`config.mk`:
```
export PLATFORM = sky130hd
export DESIGN_NAME = pipe_stage_elastic
export DESIGN_NICKNAME = d
export VERILOG_FILES = /design/src/rtl/pipe_pkg.sv /design/src/rtl/sat_counter.sv /design/src/rtl/pipe_stage_elastic.sv
export SDC_FILE = /design/constraint.sdc
export NUM_CORES = 1
export LEC_CHECK = 0
export CAP_MARGIN = 20
export CORE_MARGIN = 8
export CORE_UTILIZATION = 30
export DETAILED_ROUTE_END_ITERATION = 10
export SYNTH_ARGS = -nofsm -noshare
export SYNTH_HDL_FRONTEND = slang
export SYNTH_SLANG_ARGS = --single-unit
```
`constraint.sdc`:
```
create_clock -name clk -period 3.5 [get_ports clk]
set_input_delay 0.35 -clock clk [delete_from_list [all_inputs] [get_ports clk]]
set_output_delay 0.35 -clock clk [all_outputs]
set_load 0.03 [all_outputs]
```
`src/rtl/pipe_pkg.sv`:
```
// Shared types and constants for the elastic pipeline register (pipe_stage_elastic).
package pipe_pkg;

  typedef enum logic [1:0] {
    EMPTY = 2'd0,
    ONE   = 2'd1,
    FULL  = 2'd2
  } pipe_state_e;

  // Wide enough for any realistic control bundle; truncated to CTRL_W at the use site.
  localparam logic [63:0] CTRL_NOP_DEFAULT = '0;

  // Flush wins over everything: whatever fired, the stage ends up empty.
  function automatic pipe_state_e next_state(
    input pipe_state_e cur,
    input logic        in_fire,
    input logic        out_fire,
    input logic        flush
  );
    pipe_state_e nxt;
    nxt = cur;
    case (cur)
      EMPTY:   if (in_fire) nxt = ONE;
      ONE:     if (in_fire && !out_fire) nxt = FULL;
               else if (!in_fire && out_fire) nxt = EMPTY;
      FULL:    if (out_fire) nxt = ONE;
      default: nxt = EMPTY;
    endcase
    if (flush) nxt = EMPTY;
    return nxt;
  endfunction

endpackage

```
`src/rtl/sat_counter.sv`:
```
// Saturating up-counter used for the optional stall/bubble statistics.
module sat_counter #(
  parameter int unsigned W = 32
) (
  input  logic         clk,
  input  logic         rst_n,
  input  logic         inc,
  output logic [W-1:0] cnt
);

  always_ff @(posedge clk or negedge rst_n) begin
    if (!rst_n) begin
      cnt <= '0;
    end else if (inc && (cnt != '1)) begin
      cnt <= cnt + W'(1);
    end
  end

endmodule

```
`src/rtl/pipe_stage_elastic.sv`:
```
// Elastic pipeline register with a 2-entry skid buffer and synchronous flush.
// Optional statistics counters are enabled with the PIPE_STAGE_STATS_EN macro.
module pipe_stage_elastic
  import pipe_pkg::*;
#(
  parameter int unsigned       DATA_W   = 32,
  parameter int unsigned       CTRL_W   = 16,
  parameter logic [CTRL_W-1:0] CTRL_NOP = CTRL_W'(CTRL_NOP_DEFAULT),
  parameter int unsigned       STAT_W   = 32
) (
  input  logic              clk,
  input  logic              rst_n,
  input  logic              flush,
  input  logic              in_valid,
  output logic              in_ready,
  input  logic [DATA_W-1:0] in_data,
  input  logic [CTRL_W-1:0] in_ctrl,
  output logic              out_valid,
  input  logic              out_ready,
  output logic [DATA_W-1:0] out_data,
  output logic [CTRL_W-1:0] out_ctrl
`ifdef PIPE_STAGE_STATS_EN
  ,
  output logic [STAT_W-1:0] stall_cnt,
  output logic [STAT_W-1:0] bubble_cnt
`endif
);

  pipe_state_e       state;
  pipe_state_e       state_nxt;
  logic              in_ready_q;
  logic              in_fire;
  logic              out_fire;
  logic [DATA_W-1:0] main_data;
  logic [CTRL_W-1:0] main_ctrl;
  logic [DATA_W-1:0] skid_data;
  logic [CTRL_W-1:0] skid_ctrl;

  assign in_ready  = in_ready_q;
  assign out_valid = (state != EMPTY);
  assign out_data  = main_data;
  assign out_ctrl  = out_valid ? main_ctrl : CTRL_NOP;

  always_comb begin
    in_fire   = in_valid & in_ready_q;
    out_fire  = out_valid & out_ready;
    state_nxt = next_state(state, in_fire, out_fire, flush);
  end

  // Head/skid movement; a flushed cycle loads nothing so dropped entries never surface.
  always_ff @(posedge clk or negedge rst_n) begin
    if (!rst_n) begin
      state      <= EMPTY;
      in_ready_q <= 1'b1;
      main_data  <= '0;
      main_ctrl  <= CTRL_NOP;
      skid_data  <= '0;
      skid_ctrl  <= CTRL_NOP;
    end else begin
      state      <= state_nxt;
      in_ready_q <= (state_nxt != FULL);
      if (!flush) begin
        case (state)
          EMPTY: begin
            if (in_fire) begin
              main_data <= in_data;
              main_ctrl <= in_ctrl;
            end
          end
          ONE: begin
            if (in_fire && out_fire) begin
              main_data <= in_data;
              main_ctrl <= in_ctrl;
            end else if (in_fire) begin
              skid_data <= in_data;
              skid_ctrl <= in_ctrl;
            end
          end
          FULL: begin
            if (out_fire) begin
              main_data <= skid_data;
              main_ctrl <= skid_ctrl;
            end
          end
          default: ;
        endcase
      end
    end
  end

`ifdef PIPE_STAGE_STATS_EN
  sat_counter #(.W(STAT_W)) u_stall_cnt (
    .clk   (clk),
    .rst_n (rst_n),
    .inc   (out_valid & ~out_ready),
    .cnt   (stall_cnt)
  );

  sat_counter #(.W(STAT_W)) u_bubble_cnt (
    .clk   (clk),
    .rst_n (rst_n),
    .inc   (~out_valid),
    .cnt   (bubble_cnt)
  );
`else
  // STAT_W only sizes the statistics counters; nothing to build without them.
  if (STAT_W == 0) begin : g_no_stats
  end
`endif

endmodule

```
# Yosys cells after proc, flatten, opt, wreduce, memory -nomap -nowiden

Index checks and enable logic that the tools add are counted.

Equal/unequal tests: 6
Multiplexer cells: 15
Bitwise gates (word level): 4
Reductions and logical operators: 10

Operator list:

| operator                                            | number |
|---|---|
| two-way mux 32 bit                                  | 3 |
| case mux 32 bit (3 select lines)                    | 1 |
| two-way mux 16 bit                                  | 4 |
| case mux 16 bit (3 select lines)                    | 1 |
| two-way mux 2 bit                                   | 5 |
| != test 2 bit, second input constant                | 4 |
| case mux 2 bit (3 select lines)                     | 1 |
| AND reduction 5 bit                                 | 1 |
| AND reduction 4 bit                                 | 1 |
| logical AND 1 bit                                   | 3 |
| nonzero test 3 bit                                  | 1 |
| bitwise AND 1 bit                                   | 2 |
| equality test 2 x 1 -> 1 bit, second input constant | 1 |
| equality test 2 bit, second input constant          | 1 |
| zero test 1 bit                                     | 2 |
| zero test 2 bit                                     | 1 |
| inverter 1 bit                                      | 2 |
| nonzero test 2 bit                                  | 1 |

Register bits: 99
Output and inout bits: 50

# Logic depth before layout (Yosys ltp)

Depth in word-level cells: 8
Mapped depth: 5
Gate-level depth less buffers: 4

# Least setup slack after synthesis

No wires, ideal clock.

Path kind: reg-to-reg
Start point: register in_ready_q (netlist: in_ready)
End point: register skid_ctrl[0]
Library setup time: 125 ps
Arrival: 1,441 ps
Path slack: 1,934 ps
Stages on the path, launching flop included: 6
Path buffers: 1
Period minus slack after synthesis: 1,566 ps
Cells stage by stage: dfstp_2 -> nand2_1 -> nor3_1 -> nand3b_1 -> buf_2 -> mux2_2

Cells in the longest elaborated chain, start to end: 4

RTL lines:

| what                            | line                     | text |
|---|---|---|
| start: declaration              | pipe_stage_elastic.sv:31 | `logic in_ready_q;` |
| start signal: assignment        | pipe_stage_elastic.sv:61 | `in_ready_q <= (state_nxt != FULL);` |
| bitwise AND 1 bit *             | pipe_stage_elastic.sv:45 | `in_fire = in_valid & in_ready_q;` |
| logical AND 1 bit               | pipe_stage_elastic.sv:71 | `if (in_fire && out_fire) begin` |
| inverter 1 bit (no line)        | -                        |  |
| AND reduction 4 bit (no line) * | -                        |  |
| end signal: assignment          | pipe_stage_elastic.sv:76 | `skid_ctrl <= in_ctrl;` |
| end: declaration                | pipe_stage_elastic.sv:37 | `logic [CTRL_W-1:0] skid_ctrl;` |

Mark *: on every way between the ends. The rest lies on a longest branch, timed or not.
A chain may end at the register's enable or synchronous reset.

# Worst setup path after layout

Start point: register state[1]
End point: output out_ctrl[15]

Cells in the longest elaborated chain, start to end: 2

RTL lines:

| what                     | line                     | text |
|---|---|---|
| start: declaration       | pipe_stage_elastic.sv:29 | `pipe_state_e state;` |
| start signal: assignment | pipe_stage_elastic.sv:60 | `state <= state_nxt;` |
| nonzero test 2 bit       | pipe_stage_elastic.sv:40 | `assign out_valid = (state != EMPTY);` |
| two-way mux 16 bit       | pipe_stage_elastic.sv:42 | `assign out_ctrl = out_valid ? main_ctrl : CTRL_NOP;` |
| end: declaration         | pipe_stage_elastic.sv:21 | `output logic [CTRL_W-1:0] out_ctrl` |

No other way between the ends.

==> flow_summary.yaml <==
run_status:
  status: "finished clean"
detailed_routing:
  drt_iter0_drc: 101
  route.detailed.drc: 0
  vias: 2852
  wirelength_um: 9610
  routedWlPerCell_um: 15.3
  antenna_left: 0
  first_pass_iters: 4
  via_per_inst: 4.55
layout:
  final_cells: 627
  multi_input_area_um2: 1670
  final_common_cell: "clkdlybuf4s50_1"
  utilization_pct: 41.5
  fin_nets: 497
  diodes: 0
  final_area_um2: 5760
  fillers: 1337
  layout_common_cells: "clkdlybuf4s50_1, dfrtp_1, nor2_1"
  area_delta_synth_final_pct: 35.4
  drive_gt1_share_pct: 16.1
  seq_area_um2: 2480
worst_setup_path:
  critPathMaxFanout: 17
  endpoint_kind: "output pin"
  critPathKind: "flip-flop to output pin"
  crit_path_cell_trace: "nor2_1 -> buf_4 -> nor2b_1 -> clkdlybuf4s50_1"
  startpoint: "state[1]$_DFF_PN0_"
  required_ns: 3.15
  r2r-start: "state[0]$_DFF_PN0_"
  cp.arrival_ns: 1.96
  cp_slowest_cell: "clkdlybuf4s50_1"
  max_stage_delay_ns: 0.70
  reg2reg_depth: 3
  crit_end: "out_ctrl[15]"
  r2r-end: "main_ctrl[0]$_DFFE_PN0P_"
  r2r_slack_ns: 1.70
  cp-start-kind: "flip-flop"
synth:
  syn_nets: 398
  yosys_warnings: 0
  synthCells: 345
  synth-seq-area-share_pct: 58.3
  synth_top_cell_by_area: "dfrtp_1"
  yosys.area.top_type_share_pct: 57.7
  synth_area_per_cell_um2: 12.3
  synth_area_um2: 4250
  ys_ff_latch: 99
  synth_area_leaders: "dfrtp_1, mux2_2, mux2i_1"
  synth_cell_types: 23
timing:
  period_minus_slack_ns: 2.31
  finalMaxSlewViolations: 0
  skew_ns: 0.00516
  timing.hold.ws_ns: 0.446
  tightest_slew_ns: 0.939
  period_share_pct: 66.1
  fin_tns_setup_ns: 0
  max_freq_ghz: 0.432
  hold_viol: 0
  setup_viol: 0
  timing.slew.headroom_pct: 37.4
  rsz0062_at_grt: "false"
cts:
  cts.clk_slew.worst_paths_ns: 0.06
  cts_resized: 0
  htree_levels: 3
  clk_latency_ns: 0.34
  cts_setup_buffers: 0
  root_buffer: "clkbuf_16"
  cts-buffers-inserted: 9
  hold_buffers: 0
  cts_tree: "done"
  clock_tree.buffer_depth: 2
  cts_sinks: 99
pwr:
  combPwrFrac_pct: 26.1
  pwr-share-seq_pct: 45.6
  ir_worst_vdd_mv: 0.226
  switchingPower_uw: 997
  p_per_area_nw_per_um2: 597
  p_int_uw: 2440
  leakage_uw: 0.00267
  p_clk_share_pct: 28.2
  swShare_pct: 29.0
die:
  die_w_um: 135
  core_area_um2: 13900
  die_area_um2: 18200
  die_h_um: 135
  ios: 103
  rows: 43
  start_util_pct: 30.6
place:
  port_buffers: 102
  place_congestion: 0.718
  hpwl_um: 6450
  dp.cells: 611
  placed_area_um2: 5440
grt:
  grt_busiest_layer: "met2"
  grt_max_degree: 80
  grtUsageMet2_pct: 17.8
  grtUsageMet3_pct: 3.83
  met1_usage_pct: 12.7
  grt-ovfl-total: 0
  grt_pass1_vias: 3073
  grt_usage_pct: 11.0
  antenna_found_initial: 0
  grt_pass1_wl_um: 15800
hold_path:
  holdCritPathClass: "primary input to async pin"
job:
  drv_cap: 0
## registers in the layout, indices dropped and copies added (netlist names)
register	cells
main_ctrl	16
skid_ctrl	16
skid_data	32
out_data	32
in_ready	1
state	2
## through the flow
stage / total power (uW) / worst slack (ns)
after global routing: 3630 / 1.09
after detailed placement: 2500 / 1.37
final: 3440 / 1.19
after global placement: 2470 / 1.45
after CTS: 3500 / 1.15
after floorplan: 2110 / 1.93
## synth_stat cells
cell / count
nor2b_1: 16
nand2_1: 1
nor3_1: 1
nand2b_1: 1
nand4bb_1: 1
nand3_1: 1
clkbuf_1: 2
inv_1: 1
nand3b_1: 3
mux2i_1: 48
dfstp_2: 1
a21o_1: 1
dfrtp_1: 98
mux2_2: 48
buf_4: 5
nand4b_1: 1
o31ai_1: 1
a31oi_2: 1
a31oi_1: 1
buf_2: 15
a21oi_1: 48
o31a_1: 1
nor2_1: 49
## layer usage
metal	vias up	wire, um	share of wire, %
met4	0	218	2.3
met2	66	4540	47
met1	1380	4250	44
met5	-	0	0
met3	14	602	6.3
li1	1392	-	-
## worst min path at each step
stage,startpoint,to,slack [ns]
global placement,skid_ctrl[10]$_DFFE_PN0P_,skid_ctrl[10]$_DFFE_PN0P_,0.49
detailed placement,skid_data[24]$_DFFE_PN0P_,skid_data[24]$_DFFE_PN0P_,0.49
floorplan,rst_n,main_ctrl[0]$_DFFE_PN0P_,0.05
global route,rst_n,skid_data[11]$_DFFE_PN0P_,0.47
CTS,rst_n,out_data[6]$_DFFE_PN0P_,0.22
finish,rst_n,skid_data[3]$_DFFE_PN0P_,0.45
## worst max-delay path: cells and delay by family (launching register included)
kind	cells	cell delay, ns
simple gates	2	0.23
buf+inv	2	0.90
flops	1	0.50
## area by class of cell
cell class	instances	share of cell area, %
timing repair buffer	110	19.1
inverter	1	0.0652
multi-input combinational	223	28.9
clock inverter	3	0.695
tap	180	3.91
clock buffer	11	4.22
sequential	99	43.0
## logic make-up (layout without fill, tap and decap cells)
family                 count (synthesis)  in the layout  synth area share, %
flip-flops                            99             99                 58.3
AND/OR/NAND/NOR                       74             74                 8.15
buffers and inverters                 23            125                 2.91
AO/OA/AOI/OAI                         53             53                 6.65
multiplexers                          96             96                 24.0
## power by group through the flow
stage | Clock (uW) | Combinational, uW | Sequential [uW]
floorplan | 0 | 400 | 1710
global placement | 0 | 891 | 1580
detailed placement | 0 | 910 | 1590
CTS | 1010 | 913 | 1570
global route | 1050 | 976 | 1610
finish | 971 | 899 | 1570
Note: power is estimated with default switching activity, not from simulation.
